<file path="src/rtl/vde_update_scheduler.sv">
// Frame-synchronous palette/tilemap update scheduler: buffers bus writes in a FIFO and
// drains them one every two cycles inside the post-frame_start blanking window.
// Optional build macro VDE_UPD_IMMEDIATE_EN removes the window gating (drain whenever pending).
module vde_update_scheduler #(
    parameter int DEPTH        = 16,
    parameter int BLANK_CYCLES = 4096
) (
    input  logic                       clk_i,
    input  logic                       rstn_i,
    input  logic                       frame_start_i,
    input  logic                       req_valid_i,
    input  logic                       req_kind_i,
    input  logic [31:0]                req_data_i,
    output logic                       req_ready_o,
    output logic [31:0]                update_wvalue_o,
    output logic                       update_color_upd_o,
    output logic                       update_map_upd_o,
    output logic [$clog2(DEPTH):0]     pending_o,
    output logic                       window_open_o,
    output logic                       overflow_o,
    input  logic                       clear_overflow_i
);
    localparam int AW = $clog2(DEPTH);
    localparam int CW = AW + 1;

    typedef struct packed {
        logic        kind;
        logic [31:0] data;
    } entry_t;

    typedef enum logic {IDLE, ISSUE} state_t;

    entry_t        mem [DEPTH];
    logic [AW-1:0] wr_ptr;
    logic [AW-1:0] rd_ptr;
    logic [CW-1:0] count;
    state_t        state;
    state_t        state_nxt;
    logic          push;
    logic          pop;
    logic          drop;
    entry_t        head;

    assign pending_o   = count;
    assign req_ready_o = (count != CW'(DEPTH));
    assign push        = req_valid_i & req_ready_o;
    assign drop        = req_valid_i & ~req_ready_o;
    assign pop         = (state == ISSUE);
    assign head        = mem[rd_ptr];

    // Storage has no reset: a reset flush only needs the pointers and count cleared.
    always_ff @(posedge clk_i) begin
        if (push) begin
            mem[wr_ptr] <= '{kind: req_kind_i, data: req_data_i};
        end
    end

    always_ff @(posedge clk_i or negedge rstn_i) begin
        if (!rstn_i) begin
            wr_ptr <= '0;
            rd_ptr <= '0;
            count  <= '0;
        end else begin
            if (push) wr_ptr <= wr_ptr + 1'b1;
            if (pop)  rd_ptr <= rd_ptr + 1'b1;
            case ({push, pop})
                2'b10:   count <= count + 1'b1;
                2'b01:   count <= count - 1'b1;
                default: count <= count;
            endcase
        end
    end

    // A drop in the same cycle as a clear leaves the flag set.
    always_ff @(posedge clk_i or negedge rstn_i) begin
        if (!rstn_i) begin
            overflow_o <= 1'b0;
        end else if (drop) begin
            overflow_o <= 1'b1;
        end else if (clear_overflow_i) begin
            overflow_o <= 1'b0;
        end
    end

`ifdef VDE_UPD_IMMEDIATE_EN
    logic unused_frame_start;
    assign unused_frame_start = frame_start_i;
    assign window_open_o      = 1'b1;
`else
    localparam int WW = $clog2(BLANK_CYCLES + 1);

    logic [WW-1:0] win_cnt;

    // window_open_o tracks the counter's next value so it equals (win_cnt != 0) every cycle.
    always_ff @(posedge clk_i or negedge rstn_i) begin
        if (!rstn_i) begin
            win_cnt       <= '0;
            window_open_o <= 1'b0;
        end else begin
            if (frame_start_i) begin
                win_cnt <= WW'(BLANK_CYCLES);
            end else if (win_cnt != '0) begin
                win_cnt <= win_cnt - 1'b1;
            end
            window_open_o <= frame_start_i | (win_cnt > WW'(1));
        end
    end
`endif

    always_ff @(posedge clk_i or negedge rstn_i) begin
        if (!rstn_i) begin
            state <= IDLE;
        end else begin
            state <= state_nxt;
        end
    end

    // ISSUE always falls back to IDLE, which spaces strobes at least two cycles apart.
    always_comb begin
        state_nxt = state;
        case (state)
            IDLE:    if (window_open_o && (count != '0)) state_nxt = ISSUE;
            ISSUE:   state_nxt = IDLE;
            default: state_nxt = IDLE;
        endcase
    end

    always_ff @(posedge clk_i or negedge rstn_i) begin
        if (!rstn_i) begin
            update_wvalue_o    <= '0;
            update_color_upd_o <= 1'b0;
            update_map_upd_o   <= 1'b0;
        end else begin
            update_color_upd_o <= pop & ~head.kind;
            update_map_upd_o   <= pop &  head.kind;
            if (pop) begin
                update_wvalue_o <= head.data;
            end
        end
    end

endmodule

</file>
<file path="config.mk">
export PLATFORM = sky130hd
export DESIGN_NAME = vde_update_scheduler
export DESIGN_NICKNAME = d
export VERILOG_FILES = /design/src/rtl/vde_update_scheduler.sv
export SDC_FILE = /design/constraint.sdc
export NUM_CORES = 1
export LEC_CHECK = 0
export CORE_MARGIN = 3
export CORE_UTILIZATION = 30
export DETAILED_ROUTE_END_ITERATION = 10
export GPL_TIMING_DRIVEN = 1
export REMOVE_ABC_BUFFERS = 1
export SYNTH_ARGS = -nofsm -noshare
export SYNTH_HDL_FRONTEND = slang
export SYNTH_SLANG_ARGS = --single-unit
export TNS_END_PERCENT = 1
</file>
<file path="constraint.sdc">
create_clock -name clk_i -period 5.72 [get_ports clk_i]
set_input_delay 0.858 -clock clk_i [delete_from_list [all_inputs] [get_ports clk_i]]
set_output_delay 0.858 -clock clk_i [all_outputs]
set_load 0.02 [all_outputs]
</file>
After elaboration in Yosys (flattened, before gate mapping):

Memories as Yosys holds them, arrays and structs flattened.
Index checks and enable logic that the tools add are counted.

* memories: 1
* RAM bits: 528
* bits in registers: 63
* logic and storage cells: 43
* input bits: 38
* output and inout bits: 42

Memory list
* mem: words 16, bits a word 33, read ports 1, clocked after memory_dff 0, write ports 1, line 33 `entry_t mem [DEPTH];`

* muxes and demuxes: 9
* $lt $le $gt $ge: 1
* equality and inequality tests: 3
* bitwise gates (word level): 8
* add/sub/neg operators: 5
* reduce and logical (&&, ||, !) cells: 6

Operator list (count)
* $mux 13: 2
* $gt 13x1->1 const B: 1
* $reduce_bool 13->1: 1
* $sub 13x1->13 const B: 1
* $pmux 5 s2: 1
* $add 4x1->4 const B: 2
* $reduce_bool 2->1: 3
* $add 5x1->5 const B: 1
* $mux 1: 5
* $ne 5x5->1 const B: 1
* $reduce_bool 5->1: 1
* $sub 5x1->5 const B: 1
* $and 1x1->1: 4
* $not 1->1: 3
* $eq 2x1->1 const B: 1
* $eq 2x2->1 const B: 1
* $pmux 1 s2: 1
* $logic_and 1x1->1: 1
* $or 1x1->1: 1

Longest topological paths before layout:

* depth after elaboration: 4
* gate-level depth with buffers: 12
* mapped depth without buffers: 10

Worst setup path after synthesis:

No wires, ideal clock.

* path type: input to register
* from: in req_valid_i
* to: mem mem[3][0] (netlist bit) (enable)
* cell stages on the path: 3
* data arrival time: 3.801 ns
* path slack: 1.455 ns
* buffers on the path: 0
* data required time: 5.256 ns
* library setup time: 0.464 ns
* cell sequence: a21boi_1 -> nand2_1 -> nor3_1

* longest elaborated chain between the ends: 3

Ends and longest elaborated chain
* from (decl): line 11 `input logic req_valid_i,`
* $and 1x1->1: line 46 `assign push = req_valid_i & req_ready_o;`
* $mux 1: line 53 `if (push) begin`
* $mux 1 (implied by the code): line 54 `mem[wr_ptr] <= '{kind: req_kind_i, data: req_data_i};`
* to (decl): line 33

No other way between the ends.

Worst setup path after layout:

* from: in req_valid_i
* to: mem mem[11][25] (netlist bit) (enable)

Same word-level chain as after synthesis.

==> results.yml <==
power_and_ir_drop:
  p_leak_nw: 8.41
  power_mw: 13.5
  irDropWorstVdd_mv: 0.261
  p_sw_mw: 4.19
  p_clk_frac: 0.283
  pwr-share-seq: 0.429
  swShare: 0.310
  p_int_mw: 9.33
  p_per_area_nw_per_um2: 506
  power_frac_comb: 0.288
yosys:
  yosys_most_used_dff: "edfxtp_1"
  synth_cells: 1071
  synth_cell_type_count: 47
  synth-edff-count: 528
  seq_area_frac_synth: 0.768
  yosysWarnings: 0
  syn_avg_cell_area_um2: 21.2
  netlist_area_um2: 22700
  async_flop_share: 0.107
  synth_seq_cells: 591
timing:
  setup_viol: 0
  slew_headroom: 0.277
  fin_tns_setup_ps: 0
  rsz0062_at_grt: "no"
  timing.final.ws_setup_ps: 2220
  fin_worst_skew_ps: 55.4
  min_period_ps: 3500
  worst_pin_slew_ps: 1080
  finalHoldViolCount: 0
  max_freq_mhz: 286
  finalCritPeriodShare: 0.612
  slew_violations: 0
die:
  top_level_ports: 80
  die_w_um: 281
  dieArea_um2: 79000
  die_h_um: 281
  core_area_um2: 74700
  rows: 100
  start_util: 0.304
detailed_routing:
  drc: 0
  vias_per_cell: 4.90
  firstDrtPassIters: 4
  ant_nets: 0
  vias: 10800
  first_iter_violations: 909
  wl_per_cell_um: 23.1
  wl_um: 50800
clocking:
  hold_buffers: 0
  cts_tree: "yes"
  cts_resized: 0
  ctsLongestPathBuffers: 3
  worstSkewPairLatency_ps: 650
  cts-buffers-inserted: 61
  cts-root-buf: "clkbuf_16"
  clkTransAtPathRegs_ps: 60
  clock-sinks: 591
  cts_setup_buffers: 0
  htreeDepth: 2
critical_path:
  crit_start: "req_valid_i"
  worstPathRequired_ps: 6000
  reg2reg_to: "mem[11][25]$_DFFE_PP_"
  r2r-start: "pending_o[1]$_DFFE_PN0P_"
  rrSetupSlack_ps: 2310
  crit_path_end: "mem[11][25]$_DFFE_PP_"
  cp_max_fo: 21
  arrival_ps: 3780
  endpoint_kind: "flip-flop"
  rr_worst_depth: 5
  path_class: "primary input to flip-flop"
  cp-start-kind: "primary input"
global_route:
  grt_pass1_vias: 11500
  overflow: 0
  grt_use_total: 0.130
  antenna_found_initial: 0
  grt_pass1_wl_um: 76300
  grt_max_degree: 72
finish:
  diodes: 0
  layout-drive-gt1-share: 0.259
  fin_cells: 2202
  final_cell_area_um2: 26700
  nNetsFinal: 1230
  layout-area-overhead-vs-synth_pct: 17.7
placed_design:
  placedCellCount: 2086
  place_area_um2: 24800
  globalplace.congestion: 0.735
  place_hpwl_um: 29300
  port_buffers: 79
  dp_slack_ps: 1560
status:
  status: "finished clean"
job:
  cap_viol_max_count: 0
hold_path:
  hold_class: "primary input to asynchronous set/reset pin"
-- Yosys cell counts, types with 2 or more instances --
| master | instances | area, um^2 |
|---|---|---|
| o21ai_0 | 5 | 25.0 |
| or2_2 | 2 | 12.5 |
| buf_2 | 8 | 40.0 |
| dfrtp_1 | 63 | 1580 |
| nor4b_1 | 2 | 17.5 |
| nand3_1 | 3 | 15.0 |
| buf_4 | 14 | 105 |
| nor2_1 | 30 | 113 |
| mux2i_1 | 4 | 40.0 |
| nand2_1 | 12 | 45.0 |
| xor2_1 | 4 | 35.0 |
| o22ai_1 | 64 | 400 |
| buf_1 | 8 | 30.0 |
| nor3_1 | 7 | 35.0 |
| mux2_2 | 35 | 394 |
| nor3b_1 | 3 | 22.5 |
| edfxtp_1 | 528 | 15900 |
| inv_1 | 8 | 30.0 |
| nor2b_1 | 3 | 18.8 |
| mux4_2 | 132 | 2970 |
| nand2b_1 | 10 | 62.6 |
| a21oi_1 | 42 | 210 |
| nor4_1 | 3 | 18.8 |
| a31o_2 | 4 | 35.0 |
| a311oi_1 | 2 | 17.5 |
| ha_1 | 12 | 150 |
| clkbuf_1 | 30 | 113 |
| xnor2_1 | 11 | 96.3 |
| nand4_1 | 4 | 25.0 |
-- layer usage --
layer,track usage,up-vias,part of all wire
li1,-,4673,-
met1,0.174,5794,0.43
met2,0.217,268,0.50
met3,0.0227,58,0.050
met4,0.0367,0,0.020
met5,0,-,0
-- registers in the layout (all words and copies together) (netlist names) --
register and flops:
win_cnt 13, wr_ptr 4, pending_o 5, update_color_upd_o 1, window_open_o 1, rd_ptr 4, overflow_o 1, update_map_upd_o 1
update_wvalue_o 32, mem 528, pop 1
-- layout make-up --
| cell class | count | area (um^2) |
|---|---|---|
| Fill cell | 6760 | 48000 |
| Inverter | 8 | 30.0 |
| Clock buffer | 71 | 1560 |
| Timing Repair Buffer | 106 | 1020 |
| Sequential cell | 591 | 17400 |
| Clock inverter | 45 | 384 |
| Tap cell | 969 | 1210 |
| Multi-Input combinational cell | 412 | 5070 |
-- power by group through the flow --
stage / clock (mW) / sequential, mW / combinational, mW
6_report: 3.82 / 5.80 / 3.89
3_5_place_dp: 0 / 5.90 / 3.97
3_3_place_gp: 0 / 5.88 / 3.92
4_1_cts: 3.91 / 5.82 / 3.99
5_1_grt: 4.09 / 5.88 / 4.22
2_1_floorplan: 0 / 6.20 / 2.42
-- metrics by stage --
step           hold slack [ps]  utilization
4_1_cts                    116        0.358
3_5_place_dp               524        0.332
6_report                   126        0.358
2_1_floorplan              524            -
5_1_grt                    140        0.358
3_3_place_gp               513        0.332
-- kinds of logic (layout without fill, tap and decap cells) --
group                    Yosys count  count (layout)  synth area share
adder cells (fa/ha/maj)           12              12           0.00661
XOR/XNOR                          15              15           0.00579
buffers and inverters             68             230            0.0140
AND/OR/NAND/NOR                   90              90            0.0219
flip-flops                       591             591             0.768
multiplexers                     171             171             0.150
AO/OA/AOI/OAI                    124             124            0.0339
-- layout by cell type, fill, tap and decap left out, types with 4 or more instances in the layout --
master           count
o21ai_0              5
clkdlybuf4s50_1     78
nor3_2               4
clkinv_1            18
nand2b_1             9
clkbuf_16           61
nor2_4              12
edfxtp_1           528
xor2_1               4
buf_4               26
nor2_1              18
ha_1                12
mux2_2              35
mux2i_1              4
clkinvlp_4           5
a31o_2               4
nand2_1             11
clkinv_2            14
inv_1                8
o22ai_1             64
clkbuf_1            10
bufinv_16            4
xnor2_1             11
dfrtp_1             59
a21oi_1             42
mux4_2             132
nand4_1              4
-- worst min-delay path by stage --
stage | startpoint | endpoint | slack, ps | cells past startpoint
finish | rstn_i | update_wvalue_o[7]$_DFFE_PN0P_ | 130 | 1
global route | rstn_i | update_wvalue_o[7]$_DFFE_PN0P_ | 140 | 1
CTS | rstn_i | update_wvalue_o[7]$_DFFE_PN0P_ | 120 | 1
detailed placement | overflow_o$_DFFE_PN0P_ | overflow_o$_DFFE_PN0P_ | 520 | 2
global placement | overflow_o$_DFFE_PN0P_ | overflow_o$_DFFE_PN0P_ | 510 | 2
floorplan | win_cnt[4]$_DFFE_PN0P_ | win_cnt[4]$_DFFE_PN0P_ | 520 | 2
-- critical path, cell delays in order --
cell and delay (ps):
clkdlybuf4s50_1 480, a21boi_1 720, nand2_1 450, nor2_4 830, buf_4 420
No activity file was read; power rests on OpenSTA's default activity.
